==> config.mk <==
export PLATFORM = sky130hd
export DESIGN_NAME = sseg_scan_capture
export DESIGN_NICKNAME = d
export VERILOG_FILES = /design/src/rtl/sseg_scan_capture.sv
export SDC_FILE = /design/constraint.sdc
export NUM_CORES = 1
export LEC_CHECK = 0
export BUFFER_PORTS_ARGS = -buffer_cell sky130_fd_sc_hd__buf_4
export CORE_UTILIZATION = 38
export DETAILED_ROUTE_END_ITERATION = 8
export SKIP_LAST_GASP = 1
export SYNTH_ARGS = -nofsm -noshare
export SYNTH_HDL_FRONTEND = slang
export SYNTH_SLANG_ARGS = --single-unit
export TNS_END_PERCENT = 10
==> constraint.sdc <==
create_clock -name clk -period 2.45 [get_ports clk]
set_input_delay 0.3675 -clock clk [delete_from_list [all_inputs] [get_ports clk]]
set_output_delay 0.3675 -clock clk [all_outputs]
set_load 0.01 [all_outputs]
==> src/rtl/sseg_scan_capture.sv <==
// Monitor for a 4-digit multiplexed seven-segment display. It samples the anode and
// cathode lines once per settled dwell and recovers the displayed hex digits and scan faults.
module sseg_scan_capture #(
    parameter int unsigned SETTLE  = 4,
    parameter int unsigned TIMEOUT = 65535,
    parameter int unsigned CNT_W   = 16
) (
    input  logic        clk,
    input  logic        reset,
    input  logic [3:0]  anode_in,
    input  logic [6:0]  seg_in,
    output logic [15:0] digits,
    output logic [3:0]  digit_valid,
    output logic [3:0]  blank,
    output logic        frame_done,
    output logic        bad_anode,
    output logic        code_err,
    output logic        stalled
);

    localparam int unsigned SET_W = $clog2(SETTLE + 1);
    localparam logic [SET_W-1:0] SETTLE_C  = SET_W'(SETTLE);
    localparam logic [CNT_W-1:0] TIMEOUT_C = CNT_W'(TIMEOUT);

    typedef enum logic [1:0] {ST_WAIT, ST_SAMPLE, ST_HOLD} state_t;

    logic [3:0]       r_an_s1, r_an_s2;
    logic [6:0]       r_seg_s1, r_seg_s2;
    logic [SET_W-1:0] r_settle;
    logic [3:0]       r_seen;
    logic [CNT_W-1:0] r_to_cnt;
    state_t           r_state;

    state_t           w_state_next;
    logic             w_change;
    logic [SET_W-1:0] w_settle_next;
    logic             w_sample;
    logic             w_an_legal;
    logic             w_an_idle;
    logic [1:0]       w_idx;
    logic [6:0]       w_seg_hi;
    logic [3:0]       w_hex;
    logic             w_hex_ok;
    logic             w_capture;
    logic [3:0]       w_seen_next;
    logic [CNT_W-1:0] w_to_next;

    // Two-flop synchronisers, preset to the idle (all-off) pin state
    always_ff @(posedge clk or posedge reset) begin
        if (reset) begin
            r_an_s1  <= 4'b1111;
            r_an_s2  <= 4'b1111;
            r_seg_s1 <= 7'b1111111;
            r_seg_s2 <= 7'b1111111;
        end else begin
            r_an_s1  <= anode_in;
            r_an_s2  <= r_an_s1;
            r_seg_s1 <= seg_in;
            r_seg_s2 <= r_seg_s1;
        end
    end

    // A change is seen one cycle early so the sample lands at edge SETTLE+2
    assign w_change = {r_an_s1, r_seg_s1} != {r_an_s2, r_seg_s2};

    always_comb begin
        w_settle_next = r_settle;
        if (w_change) begin
            w_settle_next = '0;
        end else if (r_settle != SETTLE_C) begin
            w_settle_next = r_settle + SET_W'(1);
        end
    end

    always_ff @(posedge clk or posedge reset) begin
        if (reset) begin
            r_settle <= '0;
            r_state  <= ST_WAIT;
        end else begin
            r_settle <= w_settle_next;
            r_state  <= w_state_next;
        end
    end

    always_comb begin
        w_state_next = r_state;
        case (r_state)
            ST_WAIT:   if (w_settle_next == SETTLE_C) w_state_next = ST_SAMPLE;
            ST_SAMPLE: w_state_next = w_change ? ST_WAIT : ST_HOLD;
            ST_HOLD:   if (w_change) w_state_next = ST_WAIT;
            default:   w_state_next = ST_WAIT;
        endcase
    end

    assign w_sample = (r_state == ST_SAMPLE);

    always_comb begin
        w_an_legal = 1'b1;
        w_an_idle  = 1'b0;
        w_idx      = 2'd0;
        case (r_an_s2)
            4'b1110: w_idx = 2'd0;
            4'b1101: w_idx = 2'd1;
            4'b1011: w_idx = 2'd2;
            4'b0111: w_idx = 2'd3;
            4'b1111: begin w_an_legal = 1'b0; w_an_idle = 1'b1; end
            default: w_an_legal = 1'b0;
        endcase
    end

    assign w_seg_hi = ~r_seg_s2;

    always_comb begin
        w_hex    = 4'h0;
        w_hex_ok = 1'b1;
        case (w_seg_hi)
            7'h3F: w_hex = 4'h0;
            7'h06: w_hex = 4'h1;
            7'h5B: w_hex = 4'h2;
            7'h4F: w_hex = 4'h3;
            7'h66: w_hex = 4'h4;
            7'h6D: w_hex = 4'h5;
            7'h7D: w_hex = 4'h6;
            7'h07: w_hex = 4'h7;
            7'h7F: w_hex = 4'h8;
            7'h6F: w_hex = 4'h9;
            7'h77: w_hex = 4'hA;
            7'h7C: w_hex = 4'hB;
            7'h39: w_hex = 4'hC;
            7'h5E: w_hex = 4'hD;
            7'h79: w_hex = 4'hE;
            7'h71: w_hex = 4'hF;
            default: w_hex_ok = 1'b0;
        endcase
    end

    assign w_capture   = w_sample && w_an_legal;
    assign w_seen_next = r_seen | 4'(4'b0001 << w_idx);
    assign w_to_next   = (r_to_cnt == TIMEOUT_C) ? TIMEOUT_C : r_to_cnt + CNT_W'(1);

    // Capture, frame tracking and stall timeout
    always_ff @(posedge clk or posedge reset) begin
        if (reset) begin
            digits      <= '0;
            digit_valid <= '0;
            blank       <= '0;
            frame_done  <= 1'b0;
            bad_anode   <= 1'b0;
            code_err    <= 1'b0;
            stalled     <= 1'b0;
            r_seen      <= '0;
            r_to_cnt    <= '0;
        end else begin
            frame_done <= 1'b0;
            bad_anode  <= w_sample && !w_an_legal && !w_an_idle;
            code_err   <= 1'b0;
            if (w_capture) begin
                digits[{w_idx, 2'b00} +: 4] <= w_hex_ok ? w_hex : 4'h0;
                digit_valid[w_idx]          <= w_hex_ok;
                blank[w_idx]                <= (w_seg_hi == 7'h00);
                code_err                    <= !w_hex_ok && (w_seg_hi != 7'h00);
                if (w_seen_next == 4'b1111) begin
                    frame_done <= 1'b1;
                    r_seen     <= '0;
                end else begin
                    r_seen <= w_seen_next;
                end
                r_to_cnt <= '0;
                stalled  <= 1'b0;
            end else begin
                r_to_cnt <= w_to_next;
                if (w_to_next == TIMEOUT_C) stalled <= 1'b1;
            end
        end
    end

endmodule

Word level (Yosys, flattened, before mapping):

Cells that the tools add are included.

* bits in registers: 75
* input bits: 13
* output and inout port bits: 28
* word-level logic and storage cells: 96

* add/sub/neg operators: 3
* order comparisons: 2
* equal/unequal tests: 31
* shift-type cells: 3
* multiplexer cells: 25
* bitwise logic cells: 2
* reduce and logical (&&, ||, !) cells: 15

Operator list (number)
* 7-bit == test (second input constant): 12
* 4-bit one-hot mux with 15 select lines: 1
* 16-bit == test (second input constant): 2
* 16-bit two-way mux: 2
* 4-bit == test (second input constant): 5
* 16-bit by 1-bit adder with 16-bit output (second input constant): 1
* 16-bit bitwise mux: 1
* 16-bit OR reduction: 1
* 4-bit by 6-bit variable shift with 16-bit output (first input constant): 1
* 4-bit by 6-bit indexed part select with 16-bit output: 1
* 7-bit by 3-bit == test with 1-bit output (second input constant): 2
* 7-bit by 6-bit == test with 1-bit output (second input constant): 2
* 2-bit one-hot mux with 3 select lines: 2
* 11-bit inequality test: 1
* 1-bit two-way mux: 9
* 4-bit bitwise mux: 2
* 4-bit two-way mux: 2
* 7-bit logical NOT: 1
* 7-bit NOT: 1
* 7-bit nonzero test: 1
* 2-bit two-way mux: 3
* 3-bit two-way mux: 2
* 4-bit negator with 6-bit output: 1
* 1-bit logical AND: 5
* other kinds (17): 20

Logic depth before layout (Yosys ltp):

Gate-level depths: netlist of run 1.

* depth after elaboration: 7
* depth in mapped cells: 9
* gate-level depth less buffers: 8

Worst setup path after synthesis of run 1:

Ideal clock, no wire load.

* path type: register -> register
* start point: reg r_an_s2[3]
* end point: reg digits[12]
* library setup time: 96 ps
* arrival time: 1933 ps
* required time: 2354 ps
* path slack: 422 ps
* stages on the path, launching flop included: 7
* buffers on the path: 1
* period minus slack after synthesis: 2028 ps
* cells stage by stage: dfstp_2 -> buf_6 -> xor2_1 -> nand3_1 -> ha_1 -> or3_1 -> o31ai_1

* longest elaborated chain between the ends: 5
* elaborated cells on any way between the ends: 12
* those cells by class: 1 x add/sub; 4 x eq/ne; 2 x shift; 3 x mux; 2 x reduce/logical

Ends and longest elaborated chain
* start: declaration: line 27 `logic [3:0] r_an_s1, r_an_s2;`
* start signal: assignment: line 57 `r_an_s2 <= r_an_s1;`
* 4-bit by 3-bit == test with 1-bit output / 4-bit == test (equally long branches): line 101 `case (r_an_s2)`
* 2-bit one-hot mux with 3 select lines: line 101
* 4-bit negator with 6-bit output: line 158 `digits[{w_idx, 2'b00} +: 4] <= w_hex_ok ? w_hex : 4'h0;`
* 4-bit by 6-bit indexed part select with 16-bit output / 4-bit by 6-bit variable shift with 16-bit output (equally long branches): line 158
* 16-bit bitwise mux: line 158
* end signal: indexed assignment: line 158
* end: declaration: line 12 `output logic [15:0] digits,`

Several ways; a longest one is shown, not always the timed one.
A chain may end at the register's enable or synchronous reset.

Worst setup path after layout of run 1:

* start point: reg r_an_s2[3]
* end point: reg digits[13]

Same word-level chain as after synthesis.

==> results of run 1 <==
==> cell usage after synthesis (all sizes together), types with 2 or more instances <==
library cell | number | share of area
nor2b | 2 | 0.0033
nand2b | 8 | 0.013
ha | 10 | 0.033
mux2i | 4 | 0.011
nand2 | 40 | 0.046
o31ai | 7 | 0.014
and3b | 3 | 0.0070
o32ai | 2 | 0.0047
xor2 | 17 | 0.040
and2 | 4 | 0.0074
o22ai | 2 | 0.0033
nor3b | 3 | 0.0060
a211o | 2 | 0.0050
a31oi | 3 | 0.0050
inv | 11 | 0.011
nand4 | 4 | 0.0067
nor2 | 19 | 0.019
xnor2 | 10 | 0.023
nand3 | 23 | 0.035
a211oi | 2 | 0.0040
nor4 | 7 | 0.013
dfrtp | 53 | 0.35
a22oi | 2 | 0.0040
a2bb2oi | 2 | 0.0064
dfstp | 22 | 0.15
nor3 | 11 | 0.020
a21oi | 25 | 0.034
o21ai | 12 | 0.016
mux2 | 8 | 0.024
buf | 13 | 0.033
==> power by group through the flow <==
stage | Sequential (mW) | Combinational [mW] | Clock [mW]
after floorplan | 1.31 | 0.110 | 0
after detailed placement | 1.33 | 0.129 | 0
after global placement | 1.33 | 0.127 | 0
after global routing | 1.31 | 0.144 | 0.922
final | 1.31 | 0.126 | 0.845
after CTS | 1.31 | 0.129 | 0.876
==> layout make-up <==
cell class / count / area (sq um) / area share
clock buffer: 14 / 162.7 / 0.03797
multi-input combinational: 247 / 1669 / 0.3896
clock inverter: 2 / 10.01 / 0.002336
inverter: 11 / 41.29 / 0.009638
tap: 129 / 161.4 / 0.03768
timing repair buffer: 43 / 335.3 / 0.07827
sequential: 75 / 1904 / 0.4445
==> registers in the layout, indices dropped and copies added (netlist names) <==
| name | flops |
|---|---|
| r_settle | 3 |
| digit_valid | 4 |
| r_an_s1 | 4 |
| frame_done | 1 |
| code_err | 1 |
| r_an_s2 | 4 |
| r_seg_s2 | 7 |
| r_seg_s1 | 7 |
| digits | 16 |
| stalled | 1 |
| bad_anode | 1 |
| r_to_cnt | 16 |
| r_seen | 4 |
| r_state | 2 |
| blank | 4 |
==> worst max-delay path by stage <==
stage / from / endpoint / slack, ns / depth (start not counted)
after floorplan: reset / bad_anode$_DFF_PP0_ / 0.21 / 1
after global placement: r_an_s2[3]$_DFF_PP1_ / digits[12]$_DFFE_PP0P_ / 0.37 / 5
after detailed placement: r_an_s2[3]$_DFF_PP1_ / r_seen[3]$_DFFE_PP0P_ / 0.28 / 7
after CTS: r_an_s2[3]$_DFF_PP1_ / r_seen[1]$_DFFE_PP0P_ / 0.27 / 7
after global routing: r_an_s2[3]$_DFF_PP1_ / r_seen[1]$_DFFE_PP0P_ / 0.03 / 7
final: r_an_s2[3]$_DFF_PP1_ / digits[13]$_DFFE_PP0P_ / 0.29 / 5
==> cells by family after synthesis <==
logic type | after synthesis
and+or+nand+nor | 130
DFF | 75
AOI/OAI and AO/OA | 67
xor gates and xnor gates | 27
buffers and inverters | 25
muxes | 12
adders and majority gates | 11
==> routing by layer <==
layer	vias to the layer above	wire length (um)	GRT usage
met5	-	0	0
met4	0	42	0.07358
met3	2	312	0.02761
met2	61	3326	0.2355
met1	1264	3809	0.2391
li1	1308	-	-
==> through the flow <==
step	std cells	hold slack, ns
finish	521	0.1057
global route	521	0.1136
CTS	521	0.1098
detailed placement	505	0.3647
global placement	505	0.3624
floorplan	347	0.3598
==> worst max-delay path, stage by stage (launching register included) <==
cell and delay, ns:
dfstp_2 0.60, xor2_1 0.20, nand3_1 0.21, ha_1 0.39
or3_1 0.42, o31ai_1 0.25
==> metrics.yaml, run 1 <==
status: "finished clean"
dieHeight_um: 101.2
reg2reg_to: "digits[13]$_DFFE_PP0P_"
cts_buffers: 9
drive_above_1_share: 0.2602
wl_per_cell_um: 14.38
grt_pass1_vias: 2580
cts-root-buf: "clkbuf_8"
rsz0062_at_grt: "no"
final_nets: 410
synth_top_family_by_area: "simple AND/OR/NAND/NOR gates"
p_leak_nw: 1.911
antenna_found_initial: 0
setup_viol: 0
synth-seq-cells: 75
port_buffers: 40
drc: 0
cp_data_arrival_time_ns: 2.40
slew_violations: 0
internal_power_mw: 1.746
synth_edf_count: 0
ctsHoldBuffers: 0
core_area_sq_um: 9371
gp_congestion: 0.8308
synth-simple-area-share: 0.1919
start_util: 0.3993
cap_violations: 0
critPathLaunchType: "register"
clock.fmax_ghz: 0.4628
grt_pass1_wl_mm: 12.92
design_area_sq_um: 4284
powerDensity_nw_per_um2: 531.8
drtIter0Drc: 124
finalClockSkew_ns: 0.007587
avgSynthCellArea_sq_um: 10.78
cts_setup_buffers: 0
hold_path.class: "input pin to asynchronous set/reset pin"
cts_tree: "built"
worst_slack_ns: 0.2894
insertion_delay_ns: 0.34
ios: 41
pwr-share-comb: 0.055
final_cell_mix: "dfrtp_1, buf_4, nand2_1"
cts.sinks: 75
tightest_slew_ns: 0.5878
muxShareOfSynthArea: 0.03477
overflow: 0
h-tree-depth: 3
antenna_cells: 0
area_delta_synth_final_pct: 14.48
crit_type: "register to register"
ir_drop_v: 0.0003109
grt_max_degree: 76
cp.required_ns: 2.69
finish.utilization: 0.4571
tns_ns: 0
crit_path_end_kind: "register"
swShare: 0.2335
power_frac_clock: 0.371
grt_use_total: 0.1630
clock_path_buffers: 2
yosysWarnings: 0
async_reset_ff_frac: 1.000
final_common_cell: "dfrtp_1"
syn_nets: 370
firstDrtPassIters: 4
synth_cells: 347
dp_slack_ns: 0.2838
seq_area_frac_synth: 0.5089
die-area_sq_um: 10250
power_frac_seq: 0.574
synthesis.area_sq_um: 3742
period_minus_slack_ns: 2.161
dp_hpwl_mm: 5.260
wirelength_mm: 7.490
hold_viol: 0
timing.final.crit_share: 0.8819
avgViaCountPerCell: 5.058
crit_fanout: 6
die_x_um: 101.2
synth_cell_types: 60
r2r-start: "r_an_s2[3]$_DFF_PP1_"
p_sw_mw: 0.5320
clkTransAtPathRegs_ns: 0.07
synthXorXnorAreaFrac: 0.06319
totalPowerFinal_mw: 2.278
postPlaceCellArea_sq_um: 4111
synthAdderAreaFrac: 0.03611
num_vias: 2635
rrSetupSlack_ns: 0.29
ant_nets: 0
max-slew-margin-rel: 0.6051
synth-main-ff-cell: "dfrtp_1"
cts_resized: 0
nFillCells: 920
rows: 35
synth_compound_area_frac: 0.1200
r2r.worst_path.cells: 5
(Power assumes the default switching activity.)
==> run 2: changes to the inputs <==
RECOVER_POWER = 100   (was not set)
==> run 2 against run 1 <==
Net effect: the run now ends with capacitance limit, slew limit left; die area stayed put; wire length about the same; largest cell class unchanged; highest routed layer unchanged; worst hold slack improved by 0.028 ns; final area down 3.5%; global-route usage stayed put.
==> metrics.yaml, run 2 (synthesized netlist as in run 1, its figures left out) <==
status: "complete, but fails checks"
violations: "capacitance limit, slew limit"
gp_congestion: 0.8308  # unchanged
critPathLaunchType: "register"
crit_fanout: 15  # +9
antenna_cells: 0  # unchanged
clock.fmax_ghz: 0.4374  # -5.5%
cap_violations: 1  # +1
slew_violations: 76  # +76
dieHeight_um: 101.2  # unchanged
port_buffers: 40  # unchanged
grt_pass1_wl_mm: 12.92  # unchanged
die-area_sq_um: 10250  # unchanged
cts-root-buf: "clkbuf_8"
antenna_found_initial: 0  # unchanged
dp_hpwl_mm: 5.260  # unchanged
p_sw_mw: 0.5317  # about the same
cts_resized: 0  # unchanged
grt_pass1_vias: 2580  # unchanged
timing.final.crit_share: 0.9332  # +0.05134
ir_drop_v: 0.0003080  # -0.95%
finish.utilization: 0.4411  # -0.01602
worstPathCellList: "nor3_1 > a32oi_2 > o311ai_1 > a211o_1 > mux2_2"
rows: 35  # unchanged
worst_slack_ns: 0.1636  # -0.1258 ns
overflow: 0  # unchanged
h-tree-depth: 3  # unchanged
tightest_slew_ns: 1.780  # +1.193 ns
power_frac_clock: 0.373  # +0.002
grt_max_degree: 76  # unchanged
cp.required_ns: 2.68  # about the same
reg_top3: "digits x16, r_to_cnt x16"
insertion_delay_ns: 0.34  # about the same
slowest_delay_ns: 0.83  # +0.23 ns
final_cells: 521  # unchanged
internal_power_mw: 1.737  # -0.53%
wirelength_mm: 7.497  # about the same
pwr-share-comb: 0.053  # -0.002
drtIter0Drc: 167  # +35%
max-slew-margin-rel: -0.1869  # -0.7920
crit_path_end_kind: "register"
totalPowerFinal_mw: 2.269  # -0.42%
hold_path.class: "input pin to register"
final_nets: 410  # unchanged
ios: 41  # unchanged
swShare: 0.2344  # +0.0008708
rsz0062_at_grt: "no"
ctsHoldBuffers: 0  # unchanged
dp_slack_ns: 0.2838  # unchanged
final_cell_mix: "dfrtp_1, nand2_1, clkbuf_1"
tns_ns: 0  # unchanged
wl_per_cell_um: 14.39  # about the same
cts.sinks: 75  # unchanged
power_frac_seq: 0.574  # about the same
dp_cells: 505  # unchanged
crit_type: "register to register"
clock_path_buffers: 2  # unchanged
holdWs_ns: 0.1338  # +0.02815 ns
period_minus_slack_ns: 2.286  # +0.1258 ns
p_leak_nw: 1.762  # -7.8%
nFillCells: 941  # +2.3%
avgViaCountPerCell: 5.077  # +0.38%
powerDensity_nw_per_um2: 548.8  # +3.2%
final_common_cell: "dfrtp_1"
ant_nets: 0  # unchanged
hold_viol: 0  # unchanged
die_x_um: 101.2  # unchanged
finalClockSkew_ns: 0.008060  # +0.0004727 ns
cts_setup_buffers: 0  # unchanged
firstDrtPassIters: 4  # unchanged
core_area_sq_um: 9371  # unchanged
cts_buffers: 9  # unchanged
cts_tree: "built"
cp_data_arrival_time_ns: 2.51  # +0.11 ns
design_area_sq_um: 4134  # -3.5%
setup_viol: 0  # unchanged
start_util: 0.3993  # unchanged
area_delta_synth_final_pct: 10.46
num_vias: 2645  # +0.38%
grt_use_total: 0.1630  # unchanged
drc: 0  # unchanged
crit_slowest_cell: "dfstp_1"
clkTransAtPathRegs_ns: 0.07  # about the same
drive_above_1_share: 0.1403  # -0.1199
postPlaceCellArea_sq_um: 4111  # unchanged
## run 2: changes by cell type in the layout (fill, tap and decap cells not counted), moves of 3 or more
cell      before  now
buf_4         42    2
clkbuf_1       3   31
dfstp_1        0   13
dfstp_2       22    9
clkbuf_4       0   12
o21ai_0        7   10
o21ai_1        5    2
## run 2: area by class of cell
| class | count | area [sq um] | area share |
|---|---|---|---|
| clock buffer | 14 | 162.7 | 0.03935 |
| inverter | 11 | 41.29 | 0.009988 |
| sequential | 75 | 1904 | 0.4607 |
| tap | 129 | 161.4 | 0.03904 |
| multi-input combinational | 247 | 1639 | 0.3965 |
| clock inverter | 2 | 10.01 | 0.002421 |
| timing repair buffer | 43 | 215.2 | 0.05206 |
## run 2: power by group through the flow
stage | Sequential [mW] | Clock (mW) | Combinational (mW)
after global placement | 1.33 | 0 | 0.127
after detailed placement | 1.33 | 0 | 0.129
final | 1.30 | 0.846 | 0.119
after CTS | 1.31 | 0.876 | 0.129
after global routing | 1.31 | 0.922 | 0.137
after floorplan | 1.31 | 0 | 0.110
## run 2: metal layers
layer	global-route usage	vias to the layer above	wire, um
met2	0.2355	63	3299
met5	0	-	0
met1	0.2391	1270	3785
met4	0.07358	0	106
met3	0.02761	8	306
li1	-	1304	-
## run 2: final timing paths
kind,slack (ns),to,start,cells past startpoint
worst max register to register,0.16,digit_valid[3]$_DFFE_PP0P_,r_seg_s2[3]$_DFF_PP1_,5
min in group asynchronous,0.66,digit_valid[3]$_DFFE_PP0P_,reset,3
worst min-delay path,0.13,r_seg_s1[4]$_DFF_PP1_,seg_in[4],1
worst max-delay path,0.16,digit_valid[3]$_DFFE_PP0P_,r_seg_s2[3]$_DFF_PP1_,5
max in group asynchronous,0.74,r_settle[1]$_DFF_PP0_,reset,3
worst min register to register,0.38,r_seg_s2[5]$_DFF_PP1_,r_seg_s1[5]$_DFF_PP1_,0
## run 2: worst max-delay path: cells and delay by family (launching register included)
kind / cells / cell delay, ns
AO/OA/AOI/OAI: 3 / 0.86
AND/OR/NAND/NOR: 1 / 0.20
flip-flops: 1 / 0.83
multiplexers: 1 / 0.28
==> run 3: changes to the inputs <==
clock period = 1.9 ns   (was 2.45 ns; I/O delays follow)
==> run 3 against run 2 <==
Net effect: the run ends with setup timing left; count of clock-buffer cells in the layout shrank 3; sequential power grew 28%; sequential share of layout area shrank 6.1 points; die area is the same; sequential cell count is the same; clock power grew 51%; worst setup slack lost 0.18 ns; final area grew 15%; critical path depth is the same; non-clock buffer count grew 51; largest power group unchanged.
==> metrics.yaml, run 3 (synthesized netlist as in run 1, its figures left out) <==
dp_slack_ns: -0.1516  # -0.4354 ns
grt_pass1_wl_mm: 13.63  # +5.4%
cts_buffers: 9  # unchanged
dieHeight_um: 101.2  # unchanged
port_buffers: 40  # unchanged
worstPathCellList: "xor2_1 > nand3_2 > ha_4 > or3_4 > o31ai_4"
crit_slowest_cell: "dfstp_2"
slowest_delay_ns: 0.58  # -0.25 ns
wirelength_mm: 8.001  # +6.7%
avgViaCountPerCell: 5.033  # -0.86%
clock_path_buffers: 2  # unchanged
crit_buf_inv: 0  # unchanged
area_delta_synth_final_pct: 27.18
die_x_um: 101.2  # unchanged
final_nets: 462  # +13%
ios: 41  # unchanged
ctsHoldBuffers: 0  # unchanged
clkTransAtPathRegs_ns: 0.08  # about the same
hold_viol: 0  # unchanged
tightest_slew_ns: 1.086  # -0.6942 ns
final_cell_mix: "dfrtp_1, buf_4, nand2_1"
rows: 35  # unchanged
holdWs_ns: 0.04133  # -0.09248 ns
violations: "setup timing"
slew_violations: 0  # -100%
setup_viol: 7  # +7
ir_drop_v: 0.0003461  # +12%
antenna_found_initial: 0  # unchanged
max-slew-margin-rel: 0.2719  # +0.4588
cap_violations: 0  # -1
grt_use_total: 0.1710  # +0.007985
crit_path_end_kind: "register"
num_vias: 2884  # +9.0%
ant_nets: 0  # unchanged
cts-root-buf: "clkbuf_8"
hold_path.class: "input pin to register"
final_common_cell: "dfrtp_1"
cp_data_arrival_time_ns: 2.17  # -0.34 ns
p_leak_nw: 2.071  # +18%
cts.sinks: 75  # unchanged
cts_tree: "built"
grt_pass1_vias: 2866  # +11%
h-tree-depth: 3  # unchanged
crit_fanout: 4  # -11
period_minus_slack_ns: 1.917  # -0.3693 ns
overflow: 0  # unchanged
antenna_cells: 0  # unchanged
crit_family: "flip-flops"
drive_above_1_share: 0.3423  # +0.2020
powerDensity_nw_per_um2: 673.5  # +23%
rsz0062_at_grt: "yes"
clock.fmax_ghz: 0.5216  # +19%
cp.required_ns: 2.16  # -0.52 ns
core_area_sq_um: 9371  # unchanged
drtIter0Drc: 111  # -34%
firstDrtPassIters: 4  # unchanged
status: "complete, but fails checks"
timing.final.crit_share: 1.009  # +0.07576
reg_top3: "digits x16, r_to_cnt x16"
critPathLaunchType: "register"
grt_max_degree: 31  # -59%
insertion_delay_ns: 0.35  # about the same
drc: 0  # unchanged
finalClockSkew_ns: 0.009002  # +0.0009418 ns
dp_hpwl_mm: 5.761  # +9.5%
wl_per_cell_um: 13.96  # -3.0%
worst_slack_ns: -0.01709  # -0.1807 ns
crit_type: "register to register"
die-area_sq_um: 10250  # unchanged
gp_congestion: 0.8473  # +2.0%
start_util: 0.3993  # unchanged
run 3: cell count changes in the layout (fill, tap and decap cells not counted), moves of 3 or more:
| cell | change |
|---|---|
| o21ai_0 | -5 |
| nand2_1 | -3 |
| dfstp_1 | -11 |
| o21ai_1 | +5 |
| ha_1 | -6 |
| nand3_2 | +3 |
| dfstp_2 | +11 |
| o31ai_2 | +5 |
| nand3_4 | +4 |
| buf_4 | +49 |
| clkbuf_1 | -3 |
| nand3_1 | -7 |
| o31ai_1 | -6 |
| ha_2 | +5 |
run 3: stage by stage:
stage               power, mW  std cells  instance area, sq um  utilization  setup TNS, ns
floorplan               1.826        347                  3746            -        -0.5328
global placement        1.925        548                  4451       0.4749        -0.1583
detailed placement      1.930        548                  4451       0.4749        -0.8130
CTS                     3.234        565                  4728       0.5045        -0.2168
global route            3.354        573                  4760       0.5079         -1.346
finish                  3.206        573                  4760       0.5079       -0.08080
run 3: power by group:
part / internal, mW / switching, mW
clock network: 0.645 / 0.638
registers: 1.64 / 0.0313
logic: 0.115 / 0.138
total: 2.40 / 0.807
run 3: routing by layer:
layer,GRT usage,vias up,part of all wire
met5,0,-,0
met4,0.07023,0,0.012
met3,0.03589,10,0.037
met2,0.2533,56,0.45
met1,0.2440,1404,0.50
li1,-,1414,-
run 3: final cells by class:
type                       instances  area [sq um]
sequential                        75          1904
clock buffer                      11         173.9
timing repair buffer              94         600.6
fill                             886          4612
clock inverter                     5         37.54
tap                              129         161.4
multi-input combinational        248          1839
inverter                          11         42.54
run 3: final timing paths:
check	depth (start not counted)	slack, ns	to	from
max in group asynchronous	3	0.41	r_settle[1]$_DFF_PP0_	reset
worst min-delay path	1	0.04	r_seg_s1[4]$_DFF_PP1_	seg_in[4]
worst max register to register	5	-0.02	digits[12]$_DFFE_PP0P_	r_an_s2[3]$_DFF_PP1_
worst max-delay path	5	-0.02	digits[12]$_DFFE_PP0P_	r_an_s2[3]$_DFF_PP1_
worst min register to register	0	0.37	r_seg_s2[5]$_DFF_PP1_	r_seg_s1[5]$_DFF_PP1_
min in group asynchronous	2	0.15	digit_valid[3]$_DFFE_PP0P_	reset
run 3: timing repair:
item / 4_1_cts / 5_1_grt
hold endpoints to repair: 0 / 0
buffers inserted: 1 / 7
setup endpoints to repair: 22 / 41
pin swaps: 3 / 6
resized for setup: 11 / 26
gates cloned: 0 / 1
